--- src/rtl/man_decoder_thomas.sv ---
// man_decoder_thomas: G.E. Thomas Manchester receiver recovering NRZ bits from an oversampled line
module man_decoder_thomas #(
   parameter int SAMPLES_PER_BIT = 6,
   parameter int CNT_W = $clog2(2*SAMPLES_PER_BIT+1)
) (
   input  logic clk,
   input  logic reset,
   input  logic line_in,
   output logic bit_out,
   output logic bit_valid,
   output logic locked,
   output logic code_err,
   output logic frame_end
);
   localparam int N = SAMPLES_PER_BIT;
   localparam logic [CNT_W-1:0] S_LO  = CNT_W'(N/4);
   localparam logic [CNT_W-1:0] L_LO  = CNT_W'(3*N/4);
   localparam logic [CNT_W-1:0] L_HI  = CNT_W'(5*N/4);
   localparam logic [CNT_W-1:0] C_SAT = CNT_W'(2*N);
   typedef enum logic {HUNT, LOCK} state_t;
   state_t state, state_nx;
   logic s1, s2, s3, bnd_seen, bnd_nx;
   logic [CNT_W-1:0] cnt, cnt_nx;
   logic edg, in_short, in_long, err, timeout;
   logic bv_nx, ce_nx, fe_nx;
   assign edg      = s2 ^ s3;
   assign in_long  = (cnt >= L_LO) && (cnt <= L_HI);
   assign in_short = (cnt >= S_LO) && (cnt < L_LO);
   // in LOCK every edge that is neither a mid edge nor the first boundary edge is a violation
   assign err      = edg && !in_long && !(in_short && !bnd_seen);
   assign timeout  = !edg && (cnt == L_HI);
   always_ff @(posedge clk or posedge reset) begin
      if (reset) begin
         s1        <= 1'b0;
         s2        <= 1'b0;
         s3        <= 1'b0;
         state     <= HUNT;
         cnt       <= '0;
         bnd_seen  <= 1'b0;
         bit_out   <= 1'b0;
         bit_valid <= 1'b0;
         locked    <= 1'b0;
         code_err  <= 1'b0;
         frame_end <= 1'b0;
      end else begin
         s1        <= line_in;
         s2        <= s1;
         s3        <= s2;
         state     <= state_nx;
         cnt       <= cnt_nx;
         bnd_seen  <= bnd_nx;
         bit_out   <= bv_nx ? ~s2 : bit_out;
         bit_valid <= bv_nx;
         locked    <= (state_nx == LOCK);
         code_err  <= ce_nx;
         frame_end <= fe_nx;
      end
   end
   always_comb begin
      state_nx = state;
      cnt_nx   = (cnt == C_SAT) ? cnt : cnt + 1'b1;
      bnd_nx   = bnd_seen;
      if (state == HUNT) begin
         if (edg) cnt_nx = '0;
         if (edg && in_long) begin
            state_nx = LOCK;
            bnd_nx   = 1'b0;
         end
      end else if (edg && in_long) begin
         cnt_nx = '0;
         bnd_nx = 1'b0;
      end else if (err || timeout) begin
         state_nx = HUNT;
         cnt_nx   = '0;
         bnd_nx   = 1'b0;
      end else if (edg) begin
         bnd_nx = 1'b1;
      end
   end
   always_comb begin
      bv_nx = edg && in_long;
      ce_nx = (state == LOCK) && err;
      fe_nx = (state == LOCK) && timeout;
   end
endmodule

--- config.mk ---
export PLATFORM = sky130hd
export DESIGN_NAME = man_decoder_thomas
export DESIGN_NICKNAME = d
export VERILOG_FILES = /design/src/rtl/man_decoder_thomas.sv
export SDC_FILE = /design/constraint.sdc
export NUM_CORES = 1
export LEC_CHECK = 0
export CAP_MARGIN = 10
export CORE_AREA = 4 4 41 43
export CTS_CLUSTER_DIAMETER = 150
export CTS_CLUSTER_SIZE = 28
export DETAILED_ROUTE_END_ITERATION = 8
export DIE_AREA = 0 0 45 47
export PLACE_DENSITY_LB_ADDON = 0.08
export SLEW_MARGIN = 10
export SYNTH_ARGS = -nofsm -noshare
export SYNTH_HDL_FRONTEND = slang
export SYNTH_SLANG_ARGS = --single-unit
export TNS_END_PERCENT = 10
--- constraint.sdc ---
create_clock -name clk -period 4.35 [get_ports clk]
set_input_delay 0.87 -clock clk [delete_from_list [all_inputs] [get_ports clk]]
set_output_delay 0.87 -clock clk [all_outputs]
set_load 0.005 [all_outputs]
# ---- Word level (Yosys, flattened, before mapping)
# Cells that the tools add are included.
dict set report classes {
  magnitude_cmp 4
  n_addsub 1
  n_mux 14
  eq_ne 2
  reduce_logical 17
  bitwise 2
}
# op count
set op_table {}
lappend op_table {{2-to-1 mux 4 bit} 5}
lappend op_table {{logical AND 1 bit} 9}
lappend op_table {{2-to-1 mux 1 bit} 9}
lappend op_table {{adder 4 x 1 -> 4 bit, second input constant} 1}
lappend op_table {{equality test 4 x 3 -> 1 bit, second input constant} 1}
lappend op_table {{equality test 4 bit, second input constant} 1}
lappend op_table {{greater-or-equal comparator 4 x 1 -> 1 bit, second input constant} 1}
lappend op_table {{greater-or-equal comparator 4 x 3 -> 1 bit, second input constant} 1}
lappend op_table {{less-or-equal comparator 4 x 3 -> 1 bit, second input constant} 1}
lappend op_table {{zero test 1 bit} 4}
lappend op_table {{less-than comparator 4 x 3 -> 1 bit, second input constant} 1}
lappend op_table {{nonzero test 3 bit} 1}
lappend op_table {{AND reduction 2 bit} 1}
lappend op_table {{nonzero test 2 bit} 1}
lappend op_table {{logical OR 1 bit} 1}
lappend op_table {{inverter 1 bit} 1}
lappend op_table {{XOR 1 bit} 1}
dict set report word_totals {
  elab_cells 50
  ff_bits 13
}

# ---- Logic depth before layout (Yosys ltp)
dict set report logic_depth {
  ltp_word 9
  ltp_mapped 6
}

# ---- Worst setup path before layout
# OpenSTA, ideal clock, no wires.
dict set report synth_timing {
  path_type {flip-flop to flip-flop}
  start {reg cnt[0]}
  end {reg bnd_seen}
  setup_slack_ns 2.865
  path_stages_with_launch 7
  arrival_ns 1.391
  required_time_ns 4.256
  period_less_slack_ns 1.485
  path_buffers 0
  setup_time_ns 0.094
  cell_sequence {dfrtp_1 -> inv_1 -> ha_1 -> nor2b_1 -> nor4_4 -> o21ai_2 -> a211oi_1}
}
dict set report synth_between {
  elab_chain_len 9
  word_cells_on_any_way 21
  cone_classes {4 x order compare; 1 x eq/ne; 3 x mux; 13 x reduce/logical}
}
# item line_no
set synth_rtl {}
lappend synth_rtl {{start: declaration} 23} ;# logic [CNT_W-1:0] cnt, cnt_nx;
lappend synth_rtl {{start signal: assignment} 50} ;# cnt <= cnt_nx;
lappend synth_rtl {{greater-or-equal comparator 4 x 3 -> 1 bit, or another cell as far along} 27} ;# assign in_long = (cnt >= L_LO) && (cnt <= L_HI);
lappend synth_rtl {{logical AND 1 bit, on equally long branches} {27, 28}}
lappend synth_rtl {{zero test 1 bit / logical AND 1 bit (equally long branches)} 30} ;# assign err = edg && !in_long && !(in_short && !bnd_seen);
lappend synth_rtl {{logical AND 1 bit / zero test 1 bit (equally long branches)} 30}
lappend synth_rtl {{logical AND 1 bit} 30}
lappend synth_rtl {{logical OR 1 bit} 72} ;# end else if (err || timeout) begin
lappend synth_rtl {{2-to-1 mux 1 bit} 72}
lappend synth_rtl {{2-to-1 mux 1 bit} 69} ;# end else if (edg && in_long) begin
lappend synth_rtl {{2-to-1 mux 1 bit} 63} ;# if (state == HUNT) begin
lappend synth_rtl {{end signal: assignment} 51} ;# bnd_seen <= bnd_nx;
lappend synth_rtl {{end: declaration} 22} ;# logic s1, s2, s3, bnd_seen, bnd_nx;
# Several ways; a longest one is shown, not always the timed one.
# A chain may end at the register's enable or synchronous reset.

==> flow_summary.yaml <==
status:
  status: "completed"
critical_path:
  critPathMaxFanout: 7
  crit_family: "buffers and inverters"
  worstSetupPathType: "reg -> out"
  endpoint: "locked"
  end_kind: "primary output"
  critPathBufInv: 1
  worst-path-stages: 1
  path_cells: "clkdlybuf4s50_1"
  cpPeakStageDelay_ps: 550
  critPathSlowestCell: "clkdlybuf4s50_1"
  rrSetupSlack_ps: 2680
  r2r_cells: 6
  arrival_ps: 1320
  r2r-end: "bnd_seen$_DFFE_PP0P_"
  setup.worst_path.start_class: "flip-flop"
  crit_path_start: "state$_DFF_PP0_"
  reg2reg_from: "cnt[0]$_DFF_PP0_"
  worstPathRequired_ps: 3480
synth:
  ys_seq_area_share_pct: 50.9
  yosys_warnings: 0
  avgSynthCellArea_sq_um: 11.2
  ys_types: 26
  syn_area_sq_um: 639
  ys_ff_latch: 13
  synthArstFlopShare_pct: 100
  postSynthCellCount: 57
  ys.flop_type: "dfrtp_1"
  synth_edf_count: 0
  synthesis.nets: 63
power_and_ir_drop:
  leakage_nw: 0.325
  p_per_area_nw_per_um2: 454
  peakVddDrop_mv: 0.199
  power_w: 0.000334
cts:
  cts.path.max_buffers: 2
  cts-hold-fix-buffers: 0
  clock_latency_ps: 280
  path_clk_slew_ps: 80
  clock_sinks: 13
  ctsHtreeMaxLevel: 1
  ctsResizeCount: 0
  cts_buffers: 3
  postCtsSetupBuffers: 0
  cts_root_buf: "clkbuf_4"
  cts_tree: "done"
sta:
  final.setup_skew_ps: 4.97
  finalCritPeriodShare_pct: 50.4
  slew_violations: 0
  worst_pin_slew_ps: 478
  timing.final.ws_setup_ps: 2160
  hold_viol: 0
  final.setup.tns_ps: 0
  setup_viol: 0
  post-route-min-period_ps: 2190
  fmax_mhz: 457
  max_slew_margin_pct: 68.1
  rsz0062_at_grt: "false"
detailed_routing:
  drt_first_pass_iters: 4
  routedWlPerCell_um: 12.9
  ant_nets: 0
  totalWireLength_mm: 1.05
  drc: 0
  drt-initial-drc-count: 7
  vias_per_cell: 5.44
  num_vias: 441
layout:
  nets: 73
  layout_common_cells: "dfrtp_1 (13), clkdlybuf4s50_1 (7)"
  multi_input_area_sq_um: 280
  final_cell_area_sq_um: 737
  layout_commonest_cell: "dfrtp_1"
  drive_above_1_share_pct: 15.2
  instances_no_fill: 81
  syn_to_final_growth_pct: 15.3
  ff_latch_area_sq_um: 325
  nFillCells: 118
  antenna-diode-count: 0
global_routing:
  first_global_vias: 418
  grt_first_pass_wirelength_mm: 1.88
  grt_max_degree: 14
  antenna_found_initial: 0
  overflow: 0
  track_usage_pct: 12.8
run:
  cap_violations: 0
placement:
  placed_area_sq_um: 709
  routabilityCongestion: 0.751
  hpwl_um: 775
  placed_cells: 77
  dp_slack_ps: 2470
  port_buffers: 7
floorplanning:
  start_util_pct: 49.1
  fp.dieH_um: 47
  die_w_um: 45
  fp-row-count: 13
  core_area_sq_um: 1300
  fp.dieArea_sq_um: 2120
  io_pins: 8
worst_hold_path:
  holdCritPathClass: "reg -> reg"
[cells in the mapped netlist (2+ instances only)]
master	instances	area, sq um
a21oi_1	4	20.0
dfrtp_1	13	325
ha_1	3	37.5
inv_1	4	15.0
nand2_1	2	7.51
nand3_1	3	15.0
nor2_1	4	15.0
nor2b_1	2	12.5
nor3_1	4	20.0
o21ai_0	2	10.0
[where the power goes]
part / switching (W) / internal (W) / leakage [nW] / total (W)
combinational: 0.0000469 / 0.0000441 / 0.141 / 0.0000910
sequential: 0.0000293 / 0.000140 / 0.166 / 0.000169
clock: 0.0000400 / 0.0000341 / 0.0177 / 0.0000742
[sequential cells by signal (all words and copies together), names as in the netlist]
signal and cells:
s1 1, code_err 1, bit_valid 1, bit_out 1, bnd_seen 1, s3 1, frame_end 1, state 1
s2 1, cnt 4
[cell type report]
class / count / area share, %
sequential: 13 / 44.1
multi-input combinational: 38 / 38.0
timing repair buffer: 7 / 9.51
clock buffer: 3 / 3.06
tap: 15 / 2.55
inverter: 4 / 2.04
clock inverter: 1 / 0.679
[layer usage]
| layer | GRT usage, % | up-vias | part of all wire (%) |
|---|---|---|---|
| met5 | 0 | - | 0 |
| met4 | 8.77 | 0 | 3.3 |
| met3 | 3.45 | 5 | 4.1 |
| met2 | 16.7 | 12 | 42 |
| met1 | 18.2 | 209 | 51 |
| li1 | - | 215 | - |
[cell families after synthesis]
kind of cell,count (synthesis),share of synthesized area [%]
adders and majority gates,3,5.87
DFF,13,50.9
AOI/OAI and AO/OA,13,13.7
buffers and inverters,6,5.28
xor gates and xnor gates,3,5.28
and+or+nand+nor,19,19.0
[worst min-delay path by stage]
stage	to	from	slack, ps	cells past startpoint
6_report	s2$_DFF_PP0_	s1$_DFF_PP0_	360	0
5_1_grt	s2$_DFF_PP0_	s1$_DFF_PP0_	360	0
4_1_cts	s2$_DFF_PP0_	s1$_DFF_PP0_	360	0
3_5_place_dp	s2$_DFF_PP0_	s1$_DFF_PP0_	340	0
3_3_place_gp	s2$_DFF_PP0_	s1$_DFF_PP0_	340	0
2_1_floorplan	s2$_DFF_PP0_	s1$_DFF_PP0_	330	0
[stage by stage]
step | utilization [%] | hold slack [ps]
floorplan | - | 331
global placement | 54.5 | 337
detailed placement | 54.5 | 341
CTS | 56.6 | 361
global route | 56.6 | 364
finish | 56.6 | 357
Power figures use the tool's default switching activity.
